## src/rtl/rtc_bus_pkg.sv

```systemverilog
// rtc_bus_pkg: shared definitions for the RTC bus sequencer.
//   - Command codes written by the PicoBlaze on the command port.
//   - FSM state encoding. StGap exists only when RTC_BUS_GAP_EN is defined.
//   - Phase windows, inclusive, in slot phase units (0..31). Strobes are asserted inside them.
//   - Default command port address.
package rtc_bus_pkg;

    localparam logic [7:0] CMD_ABORT  = 8'h00;
    localparam logic [7:0] CMD_READ   = 8'h01;
    localparam logic [7:0] CMD_WRITE  = 8'h02;
    localparam logic [7:0] CMD_SINGLE = 8'h03;

    localparam logic [7:0] PORT_CMD_DEFAULT = 8'h10;

    localparam int unsigned ADDR_START = 0;
    localparam int unsigned ADDR_END   = 9;
    localparam int unsigned AS_START   = 1;
    localparam int unsigned AS_END     = 6;
    localparam int unsigned CS_START   = 12;
    localparam int unsigned CS_END     = 27;
    localparam int unsigned STB_START  = 14;
    localparam int unsigned STB_END    = 25;

`ifdef RTC_BUS_GAP_EN
    typedef enum logic [2:0] {StIdle, StSync, StXfer, StGap, StDone} state_e;
`else
    typedef enum logic [2:0] {StIdle, StSync, StXfer, StDone} state_e;
`endif

    function automatic logic in_window(int unsigned phase, int unsigned lo, int unsigned hi);
        return (phase >= lo) && (phase <= hi);
    endfunction

endpackage

```

## src/rtl/rtc_bus_sequencer_if.sv

```systemverilog
// rtc_bus_sequencer_if: PicoBlaze command inputs and the RTC bus timing/strobe outputs.
//   master: sequencer side. It receives en_01/port_id/out_port and drives everything else.
//   slave : controller/observer side.
interface rtc_bus_sequencer_if #(
    parameter int unsigned SLOT_BITS = 5
);
    logic                 en_01;
    logic [7:0]           port_id;
    logic [7:0]           out_port;
    logic                 sync;
    logic [SLOT_BITS-1:0] cont_32;
    logic                 enable_cont_32;
    logic [4:0]           cont17;
    logic                 LE;
    logic                 AD_sel;
    logic                 AS;
    logic                 CS_n;
    logic                 RD_n;
    logic                 WR_n;
    logic                 busy;
    logic                 done;

    modport master (
        input  en_01, port_id, out_port,
        output sync, cont_32, enable_cont_32, cont17, LE, AD_sel, AS, CS_n, RD_n, WR_n,
        output busy, done
    );

    modport slave (
        output en_01, port_id, out_port,
        input  sync, cont_32, enable_cont_32, cont17, LE, AD_sel, AS, CS_n, RD_n, WR_n,
        input  busy, done
    );
endinterface

```

## src/rtl/rtc_slot_decoder.sv

```systemverilog
// rtc_slot_decoder: combinational compare of the slot phase against the strobe windows.
//   phase_i    : current cont_32 value
//   addr_win_o : address phase (AD_sel window)
//   as_win_o   : address strobe window
//   cs_win_o   : chip-select window
//   stb_win_o  : read/write strobe window
module rtc_slot_decoder
    import rtc_bus_pkg::*;
#(
    parameter int unsigned SLOT_BITS = 5
) (
    input  logic [SLOT_BITS-1:0] phase_i,
    output logic                 addr_win_o,
    output logic                 as_win_o,
    output logic                 cs_win_o,
    output logic                 stb_win_o
);
    int unsigned phase;

    assign phase      = 32'(phase_i);
    assign addr_win_o = in_window(phase, ADDR_START, ADDR_END);
    assign as_win_o   = in_window(phase, AS_START, AS_END);
    assign cs_win_o   = in_window(phase, CS_START, CS_END);
    assign stb_win_o  = in_window(phase, STB_START, STB_END);
endmodule

```

## src/rtl/rtc_bus_sequencer.sv

```systemverilog
// rtc_bus_sequencer: decodes PicoBlaze command writes into RTC bus transfer sequences.
//   reloj  : system clock, rising edge
//   resetM : asynchronous active-low reset
//   bus    : command inputs (en_01, port_id, out_port), slot timing (sync, cont_32,
//            enable_cont_32, cont17), direction LE, RTC strobes (AD_sel, AS, CS_n, RD_n,
//            WR_n), and status (busy, done)
// Optional feature: when RTC_BUS_GAP_EN is defined, a one-slot idle GAP follows XFER.
module rtc_bus_sequencer
    import rtc_bus_pkg::*;
#(
    parameter logic [7:0]  PORT_CMD  = PORT_CMD_DEFAULT,
    parameter int unsigned BURST_LEN = 17,
    parameter int unsigned SLOT_BITS = 5
) (
    input logic                 reloj,
    input logic                 resetM,
    rtc_bus_sequencer_if.master bus
);
    localparam logic [SLOT_BITS-1:0] PhaseMax = '1;
    localparam logic [SLOT_BITS-1:0] PhaseOne = {{(SLOT_BITS-1){1'b0}}, 1'b1};
    localparam logic [4:0]           LastIdx  = 5'(BURST_LEN - 1);

    state_e               state_q, state_d;
    logic [7:0]           cmd_q, cmd_d;
    logic                 le_q, le_d;
    logic [SLOT_BITS-1:0] cont_32_q, cont_32_d;
    logic                 en32_q, en32_d;
    logic [4:0]           cont17_q, cont17_d;
    logic                 ad_sel_q, ad_sel_d;
    logic                 as_q, as_d;
    logic                 cs_n_q, cs_n_d;
    logic                 rd_n_q, rd_n_d;
    logic                 wr_n_q, wr_n_d;

    logic busy, sync, cmd_wr, start_req, abort_req, last_slot, xfer_live;
    logic addr_win, as_win, cs_win, stb_win;

    rtc_slot_decoder #(
        .SLOT_BITS (SLOT_BITS)
    ) u_slot_decoder (
        .phase_i    (cont_32_q),
        .addr_win_o (addr_win),
        .as_win_o   (as_win),
        .cs_win_o   (cs_win),
        .stb_win_o  (stb_win)
    );

    always_comb begin
        busy = 1'b0;
        case (state_q)
            StSync, StXfer: busy = 1'b1;
`ifdef RTC_BUS_GAP_EN
            StGap:          busy = 1'b1;
`endif
            default:        busy = 1'b0;
        endcase
    end

    assign sync      = (state_q == StSync);
    assign cmd_wr    = bus.en_01 && (bus.port_id == PORT_CMD);
    assign start_req = cmd_wr && !busy &&
                       ((bus.out_port == CMD_READ) || (bus.out_port == CMD_WRITE) ||
                        (bus.out_port == CMD_SINGLE));
    assign abort_req = cmd_wr && busy && (bus.out_port == CMD_ABORT);
    assign last_slot = (cmd_q == CMD_SINGLE) || (cont17_q == LastIdx);

    always_comb begin
        state_d  = state_q;
        cmd_d    = cmd_q;
        le_d     = le_q;
        cont17_d = cont17_q;

        case (state_q)
            StIdle, StDone: begin
                cont17_d = '0;
                if (start_req) begin
                    state_d = StSync;
                    cmd_d   = bus.out_port;
                    le_d    = (bus.out_port == CMD_READ);
                end else begin
                    state_d = StIdle;
                end
            end
            StSync: begin
                state_d  = StXfer;
                cont17_d = '0;
            end
            StXfer: begin
                if (en32_q) begin
                    if (last_slot) begin
                        cont17_d = '0;
`ifdef RTC_BUS_GAP_EN
                        state_d  = StGap;
`else
                        state_d  = StDone;
`endif
                    end else begin
                        cont17_d = cont17_q + 5'd1;
                    end
                end
            end
`ifdef RTC_BUS_GAP_EN
            StGap: begin
                if (en32_q) begin
                    state_d = StDone;
                end
            end
`endif
            default: state_d = StIdle;
        endcase

        // Abort wins over a coincident slot tick or burst end.
        if (abort_req) begin
            state_d  = StIdle;
            cont17_d = '0;
        end
    end

    // The slot restarts from 0 after sync, so a pending wrap tick from the old slot is dropped.
    assign cont_32_d = sync ? '0 : cont_32_q + PhaseOne;
    assign en32_d    = !sync && (cont_32_q == PhaseMax);

    // Strobes need XFER both now and next: this blanks the cycle leaving SYNC (stale phase)
    // and the cycle after XFER ends or is aborted.
    assign xfer_live = (state_q == StXfer) && (state_d == StXfer);
    assign ad_sel_d  = xfer_live && addr_win;
    assign as_d      = xfer_live && as_win;
    assign cs_n_d    = !(xfer_live && cs_win);
    assign wr_n_d    = !(xfer_live && stb_win && !le_q);
    assign rd_n_d    = !(xfer_live && stb_win && le_q);

    always_ff @(posedge reloj or negedge resetM) begin
        if (!resetM) begin
            state_q   <= StIdle;
            cmd_q     <= CMD_ABORT;
            le_q      <= 1'b0;
            cont_32_q <= '0;
            en32_q    <= 1'b0;
            cont17_q  <= '0;
            ad_sel_q  <= 1'b0;
            as_q      <= 1'b0;
            cs_n_q    <= 1'b1;
            rd_n_q    <= 1'b1;
            wr_n_q    <= 1'b1;
        end else begin
            state_q   <= state_d;
            cmd_q     <= cmd_d;
            le_q      <= le_d;
            cont_32_q <= cont_32_d;
            en32_q    <= en32_d;
            cont17_q  <= cont17_d;
            ad_sel_q  <= ad_sel_d;
            as_q      <= as_d;
            cs_n_q    <= cs_n_d;
            rd_n_q    <= rd_n_d;
            wr_n_q    <= wr_n_d;
        end
    end

    assign bus.sync           = sync;
    assign bus.cont_32        = cont_32_q;
    assign bus.enable_cont_32 = en32_q;
    assign bus.cont17         = cont17_q;
    assign bus.LE             = le_q;
    assign bus.AD_sel         = ad_sel_q;
    assign bus.AS             = as_q;
    assign bus.CS_n           = cs_n_q;
    assign bus.RD_n           = rd_n_q;
    assign bus.WR_n           = wr_n_q;
    assign bus.busy           = busy;
    assign bus.done           = (state_q == StDone);
endmodule

```

## src/flat_wrapper.sv

```systemverilog
// flat-port wrapper written by rule: the top's interface ports become plain ports
module rtc_bus_sequencer_flat import rtc_bus_pkg::*;
#(
    parameter logic [7:0]  PORT_CMD  = PORT_CMD_DEFAULT,
    parameter int unsigned BURST_LEN = 17,
    parameter int unsigned SLOT_BITS = 5
)
  (reloj, resetM, bus_en_01, bus_port_id, bus_out_port, bus_sync, bus_cont_32, bus_enable_cont_32, bus_cont17, bus_LE, bus_AD_sel, bus_AS, bus_CS_n, bus_RD_n, bus_WR_n, bus_busy, bus_done);
  rtc_bus_sequencer_if #(.SLOT_BITS(SLOT_BITS)) bus_i ();
  input logic reloj;
  input logic resetM;
  input wire logic [$bits(bus_i.en_01)-1:0] bus_en_01;
  input wire logic [$bits(bus_i.port_id)-1:0] bus_port_id;
  input wire logic [$bits(bus_i.out_port)-1:0] bus_out_port;
  output wire logic [$bits(bus_i.sync)-1:0] bus_sync;
  output wire logic [$bits(bus_i.cont_32)-1:0] bus_cont_32;
  output wire logic [$bits(bus_i.enable_cont_32)-1:0] bus_enable_cont_32;
  output wire logic [$bits(bus_i.cont17)-1:0] bus_cont17;
  output wire logic [$bits(bus_i.LE)-1:0] bus_LE;
  output wire logic [$bits(bus_i.AD_sel)-1:0] bus_AD_sel;
  output wire logic [$bits(bus_i.AS)-1:0] bus_AS;
  output wire logic [$bits(bus_i.CS_n)-1:0] bus_CS_n;
  output wire logic [$bits(bus_i.RD_n)-1:0] bus_RD_n;
  output wire logic [$bits(bus_i.WR_n)-1:0] bus_WR_n;
  output wire logic [$bits(bus_i.busy)-1:0] bus_busy;
  output wire logic [$bits(bus_i.done)-1:0] bus_done;
  assign bus_i.en_01 = bus_en_01;
  assign bus_i.port_id = bus_port_id;
  assign bus_i.out_port = bus_out_port;
  assign bus_sync = bus_i.sync;
  assign bus_cont_32 = bus_i.cont_32;
  assign bus_enable_cont_32 = bus_i.enable_cont_32;
  assign bus_cont17 = bus_i.cont17;
  assign bus_LE = bus_i.LE;
  assign bus_AD_sel = bus_i.AD_sel;
  assign bus_AS = bus_i.AS;
  assign bus_CS_n = bus_i.CS_n;
  assign bus_RD_n = bus_i.RD_n;
  assign bus_WR_n = bus_i.WR_n;
  assign bus_busy = bus_i.busy;
  assign bus_done = bus_i.done;
  rtc_bus_sequencer #(.PORT_CMD(PORT_CMD), .BURST_LEN(BURST_LEN), .SLOT_BITS(SLOT_BITS)) u_core (.reloj(reloj), .resetM(resetM), .bus(bus_i));
endmodule
```

## config.mk

```make
export PLATFORM = sky130hd
export DESIGN_NAME = rtc_bus_sequencer_flat
export DESIGN_NICKNAME = d
export VERILOG_FILES = /design/src/rtl/rtc_bus_pkg.sv /design/src/rtl/rtc_bus_sequencer_if.sv /design/src/rtl/rtc_slot_decoder.sv /design/src/rtl/rtc_bus_sequencer.sv /design/src/flat_wrapper.sv
export SDC_FILE = /design/constraint.sdc
export NUM_CORES = 1
export LEC_CHECK = 0
export ABC_AREA = 1
export BUFFER_PORTS_ARGS = -buffer_cell sky130_fd_sc_hd__clkbuf_2
export CAP_MARGIN = 20
export CORE_MARGIN = 2
export CORE_UTILIZATION = 35
export CTS_BUF_LIST = sky130_fd_sc_hd__clkbuf_4 sky130_fd_sc_hd__clkbuf_8
export DETAILED_ROUTE_END_ITERATION = 6
export SYNTH_ARGS = -nofsm -noshare
export SYNTH_HDL_FRONTEND = slang
export SYNTH_HIERARCHICAL = 1
export SYNTH_SLANG_ARGS = --single-unit
```

## constraint.sdc

```tcl
create_clock -name reloj -period 3.9 [get_ports reloj]
set_input_delay 0.78 -clock reloj [delete_from_list [all_inputs] [get_ports reloj]]
set_output_delay 0.78 -clock reloj [all_outputs]
set_load 0.01 [all_outputs]
```

==> impl_metrics.env, run 1 <==
export IMPL_fillers=449
export IMPL_vias=1305
export IMPL_r2r_end="u_core/bus.RD_n"
export IMPL_synthTopCellsByArea="dfrtp_1, nor2_1, nand2_1"
export IMPL_cts_post_setup_buffers_inserted=0
export IMPL_io_buffers=38
export IMPL_synth_cell_area_sq_um=1560
export IMPL_gr_total_overflow=0
export IMPL_place_gp_congestion=0.825
export IMPL_rows=24
export IMPL_rsz0062_at_grt="false"
export IMPL_rr_worst_depth=8
export IMPL_cp_end_kind="primary output"
export IMPL_antenna_found_initial=0
export IMPL_status="finished clean"
export IMPL_finish_utilization_pct=43.2
export IMPL_grt_usage_pct=12.4
export IMPL_maxCapViolations=0
export IMPL_timing_rr_start="u_core/bus.cont17[0]"
export IMPL_p_leak_nw=1.01
export IMPL_syn_nets=224
export IMPL_clock_sinks=28
export IMPL_io_pins=39
export IMPL_worstPathRequired_ns=3.12
export IMPL_regArea_sq_um=704
export IMPL_syn_avg_cell_area_sq_um=7.75
export IMPL_cts_buffers=3
export IMPL_synth_distinct_cells=25
export IMPL_grt_pass1_vias=1137
export IMPL_holdPathStages=1
export IMPL_die_w_microns=70.7
export IMPL_dpl_hpwl_microns=2240
export IMPL_hold_end="u_core/bus.RD_n"
export IMPL_worst_pin_slew_ns=0.682
export IMPL_diodes=0
export IMPL_placed_area_sq_um=1810
export IMPL_area_growth_pct=19.9
export IMPL_maxSlewHeadroom_pct=54.5
export IMPL_total_power_w=0.000710
export IMPL_core_area_sq_um=4320
export IMPL_cp_arrival_ns=1.28
export IMPL_period_needed_ns=2.06
export IMPL_p_per_area_nw_per_um2=380
export IMPL_synth_top_cell_area_share_pct=40.2
export IMPL_synthCells=201
export IMPL_cts_buffer_depth=2
export IMPL_startpoint_type="flip-flop"
export IMPL_first_iter_violations=76
export IMPL_r2r_slack_ns=2.44
export IMPL_drv_slew=0
export IMPL_grt_max_degree=29
export IMPL_start_util_pct=36.0
export IMPL_fmax_mhz=484
export IMPL_hold_buffers=0
export IMPL_multiInputGateArea_sq_um=702
export IMPL_critPathKind="flip-flop to primary output"
export IMPL_min_path_type="flip-flop to flip-flop"
export IMPL_routed_wl_microns=2850
export IMPL_remaining_drc_errors=0
export IMPL_nets=267
export IMPL_fin_area_sq_um=1870
export IMPL_setup_tns_ns=0
export IMPL_cts_root_buf="clkbuf_8"
export IMPL_cts_htree_levels=1
export IMPL_fin_crit_sh_pct=52.9
export IMPL_cts_tree="done"
export IMPL_ys_seq_area_share_pct=45.2
export IMPL_clk_latency_ns=0.27
export IMPL_layout_drive_gt1_share_pct=29.6
export IMPL_die_area_sq_um=5000
export IMPL_ys_ff_latch=28
export IMPL_cts_resized_gates=0
export IMPL_cp_max_fo=6
export IMPL_hp_start="u_core/bus.LE"
export IMPL_hold_viol=0
export IMPL_fin_worst_skew_ns=0.00158
export IMPL_wl_per_cell_microns=9.67
export IMPL_vdd_drop_max_mv=0.178
export IMPL_dieHeight_microns=70.7
export IMPL_finalSetupViolCount=0
export IMPL_grt_pass1_wl_microns=4920
export IMPL_path_clk_slew_ns=0.09
export IMPL_ant_nets=0
export IMPL_routed_via_density=4.42
export IMPL_drtPass1Iterations=4
export IMPL_yosysWarnings=6
export IMPL_synth_top_area_cell="dfrtp_1"
==> routing by layer <==
layer  part of all wire (%)  track usage, %  vias to the layer above
li1                       -               -                      698
met1                     49            17.5                      571
met2                     44            18.4                       32
met3                    4.5            2.28                        4
met4                    1.5            5.66                        0
met5                      0               0                        -
==> through the flow <==
| step | std cells | hold slack [ns] | setup WS [ns] |
|---|---|---|---|
| 2_1_floorplan | 201 | 0.449 | 2.26 |
| 3_3_place_gp | 291 | 0.462 | 2.05 |
| 3_5_place_dp | 291 | 0.459 | 2.05 |
| 4_1_cts | 295 | 0.472 | 1.81 |
| 5_1_grt | 295 | 0.509 | 1.73 |
| 6_report | 295 | 0.465 | 1.84 |
==> worst max-delay path, stage by stage (launching register included) <==
cell	delay, ns
dfrtp_1	0.47
nor2_2	0.12
nand2_2	0.10
inv_1	0.16
clkbuf_2	0.16
==> kinds of logic (layout without fill, tap and decap cells) <==
kind of cell | Yosys count | after routing | synth area share [%]
flops | 28 | 28 | 45.2
simple gates | 116 | 116 | 36.3
buf+inv | 39 | 81 | 9.72
fa+ha+maj | 4 | 4 | 3.21
other cells | 1 | 1 | 0.241
compound gates | 10 | 10 | 3.61
xor+xnor | 3 | 3 | 1.69
==> synthesized netlist by cell type <==
cell type	count
nand2_1	33
nor2_1	38
o21ai_0	2
ha_1	4
inv_1	32
nand2_2	7
a21boi_0	1
o21ai_2	1
nand3b_1	1
nand3_1	22
nor2_4	1
a21oi_1	5
inv_2	6
dfrtp_1	25
xor2_1	2
nor3_1	3
nand3_4	2
conb_1	1
clkinv_4	1
nor2_2	6
dfstp_2	3
xnor2_1	1
nand2_4	2
o21ai_1	1
nor3_4	1
==> flip-flops by register name, indices dropped and copies added, names as in the netlist, 3 cells and up <==
| name | cells |
|---|---|
| u_core/cmd_q | 8 |
| u_core/state_q | 3 |
| u_core/bus.cont17 | 5 |
| u_core/bus.cont_32 | 5 |
==> cells in the final DEF (no fill, tap or decap) <==
cell type | netlist | final
nor2_1 | 38 | 38
nand3_4 | 2 | 2
nor3_1 | 3 | 3
o21ai_1 | 1 | 1
dfstp_2 | 3 | 3
xor2_1 | 2 | 2
conb_1 | 1 | 1
nand3b_1 | 1 | 1
nor3_4 | 1 | 1
a21boi_0 | 1 | 1
a21oi_1 | 5 | 5
clkbuf_2 | 0 | 38
nand3_1 | 22 | 22
dfrtp_1 | 25 | 25
inv_1 | 32 | 32
clkbuf_8 | 0 | 4
o21ai_0 | 2 | 2
nand2_1 | 33 | 33
o21ai_2 | 1 | 1
nor2_4 | 1 | 1
inv_2 | 6 | 6
ha_1 | 4 | 4
nand2_4 | 2 | 2
xnor2_1 | 1 | 1
clkinv_4 | 1 | 1
nor2_2 | 6 | 6
nand2_2 | 7 | 7
==> where the power goes <==
group | leakage (nW) | internal (W) | switching, W | total [W]
logic | 0.649 | 0.0000720 | 0.000105 | 0.000177
clock network | 0.0288 | 0.0000903 | 0.0000856 | 0.000176
registers | 0.331 | 0.000314 | 0.0000439 | 0.000358
total | 1.01 | 0.000476 | 0.000234 | 0.000710
==> cell type report <==
cell class / count / share of cell area, %
sequential: 28 / 37.7
multi-input combinational: 134 / 37.6
timing repair buffer: 38 / 10.2
inverter: 39 / 8.10
tap: 52 / 3.48
clock buffer: 4 / 2.95
==> how the worst max path moves through the flow <==
stage	from	end	slack [ns]	cells after the start
detailed placement	bus_port_id[1]	u_core/bus.AS	2.05	9
finish	u_core/state_q[1]	bus_sync	1.84	4
floorplan	bus_port_id[1]	u_core/bus.AD_sel	2.26	8
global route	u_core/state_q[1]	bus_sync	1.73	4
global placement	bus_port_id[1]	u_core/cmd_q[1]	2.05	9
CTS	u_core/state_q[1]	bus_sync	1.81	4
(Power assumes the default switching activity.)
==> inputs of run 2 (changes only) <==
clock period = 1.7 ns   (was 3.9 ns; I/O delays follow)
==> impl_metrics.env, run 2 (same netlist as run 1, synthesis figures left out) <==
export IMPL_dieHeight_microns=70.7
export IMPL_core_area_sq_um=4320
export IMPL_place_gp_congestion=0.819
export IMPL_cp_arrival_ns=1.21
export IMPL_rsz0062_at_grt="false"
export IMPL_nets=270
export IMPL_top_register="u_core/cmd_q"
export IMPL_cts_root_buf="clkbuf_8"
export IMPL_setup_tns_ns=0
export IMPL_cts_buffer_depth=2
export IMPL_p_per_area_nw_per_um2=915
export IMPL_ant_nets=0
export IMPL_period_needed_ns=1.55
export IMPL_drv_slew=0
export IMPL_hold_viol=0
export IMPL_grt_pass1_vias=1179
export IMPL_io_pins=39
export IMPL_first_iter_violations=51
export IMPL_area_growth_pct=22.4
export IMPL_layout_common_cells="clkbuf_2, nor2_1, nand2_1"
export IMPL_fillers=473
export IMPL_placed_area_sq_um=1840
export IMPL_critPathBufInv=2
export IMPL_die_w_microns=70.7
export IMPL_maxCapViolations=0
export IMPL_dpl_hpwl_microns=2320
export IMPL_fin_area_sq_um=1910
export IMPL_fmax_mhz=644
export IMPL_fin_crit_sh_pct=91.3
export IMPL_cts_post_setup_buffers_inserted=0
export IMPL_crit_slowest_cell="dfrtp_1"
export IMPL_diodes=0
export IMPL_placed_cells=294
export IMPL_path_depth=4
export IMPL_timing_rr_start="u_core/bus.cont17[1]"
export IMPL_remaining_drc_errors=0
export IMPL_status="finished clean"
export IMPL_antenna_found_initial=0
export IMPL_finish_utilization_pct=44.1
export IMPL_grt_pass1_wl_microns=5340
export IMPL_startpoint_type="flip-flop"
export IMPL_cp_end_kind="primary output"
export IMPL_path_cells="inv_2, nand3_4, nand2_4, clkbuf_2"
export IMPL_vdd_drop_max_mv=0.420
export IMPL_largest_register_ffs=8
export IMPL_io_buffers=38
export IMPL_grt_usage_pct=13.2
export IMPL_fin_cells=298
export IMPL_critical_path_top_delay_family="flip-flops"
export IMPL_r2r_end="u_core/bus.RD_n"
export IMPL_r2r_slack_ns=0.28
export IMPL_drtPass1Iterations=4
export IMPL_rows=24
export IMPL_wl_per_cell_microns=9.98
export IMPL_cts_tree="done"
export IMPL_grt_max_degree=29
export IMPL_clk_latency_ns=0.27
export IMPL_start_util_pct=36.0
export IMPL_routed_wl_microns=2980
export IMPL_min_path_type="primary input to asynchronous set/reset pin"
export IMPL_cts_buffers=3
export IMPL_p_leak_nw=1.03
export IMPL_cts_htree_levels=1
export IMPL_fin_worst_skew_ns=0.00290
export IMPL_finalSetupViolCount=0
export IMPL_path_clk_slew_ns=0.09
export IMPL_worstPathRequired_ns=1.36
export IMPL_vias=1317
export IMPL_clock_sinks=28
export IMPL_critPathKind="flip-flop to primary output"
export IMPL_gr_total_overflow=0
export IMPL_cpPeakStageDelay_ns=0.43
export IMPL_cp_max_fo=7
export IMPL_die_area_sq_um=5000
export IMPL_layout_drive_gt1_share_pct=30.9
export IMPL_rr_worst_depth=8
export IMPL_routed_via_density=4.42
-- run 2: changes by cell type in the layout (fill, tap and decap cells not counted), sizes merged --
| cell | previous run | this run |
|---|---|---|
| bufinv | 0 | 1 |
| buf | 0 | 3 |
| clkbuf | 42 | 41 |
-- run 2: worst max-delay path by stage --
stage               slack [ns]                    end             startpoint
floorplan                 0.39  u_core/bus.cont_32[4]  u_core/bus.cont_32[1]
global placement          0.30        u_core/cmd_q[1]         bus_port_id[1]
detailed placement        0.29        u_core/cmd_q[1]         bus_port_id[1]
finish                    0.15               bus_busy      u_core/state_q[0]
CTS                       0.07               bus_busy      u_core/state_q[0]
global route              0.05               bus_busy      u_core/state_q[1]
-- run 2: routing by layer --
layer	routed length (microns)	vias to the layer above	track usage [%]
li1	-	700	-
met1	1420	583	18.7
met5	0	-	0
met2	1380	32	20.5
met3	141	2	2.85
met4	27	0	3.77
-- run 2: report_power, final --
group | switching [W] | leakage [nW] | internal (W)
clock | 0.000200 | 0.0357 | 0.000315
combinational | 0.000242 | 0.665 | 0.000166
sequential | 0.000103 | 0.331 | 0.000720
-- run 2: layout make-up --
| cell class | count | area (sq um) | share of cell area (%) |
|---|---|---|---|
| clock inverter | 1 | 30.0 | 1.57 |
| clock buffer | 3 | 41.3 | 2.17 |
| tap | 52 | 65.1 | 3.41 |
| timing repair buffer | 41 | 213 | 11.2 |
| multi-input combinational | 134 | 702 | 36.8 |
| inverter | 39 | 151 | 7.94 |
| sequential | 28 | 704 | 36.9 |
-- run 2: timing repair --
item / CTS / global route
hold buffers: 0 / 0
setup endpoints to repair: 0 / 1
resized for setup: 0 / 1
-- run 2: through the flow --
step	power [W]	hold WS, ns	setup WS (ns)
6_report	0.00175	0.0445	0.148
5_1_grt	0.00189	0.0829	0.0470
4_1_cts	0.00177	0.0587	0.0749
3_5_place_dp	0.00125	0.364	0.293
3_3_place_gp	0.00124	0.359	0.296
2_1_floorplan	0.00109	0.0444	0.389
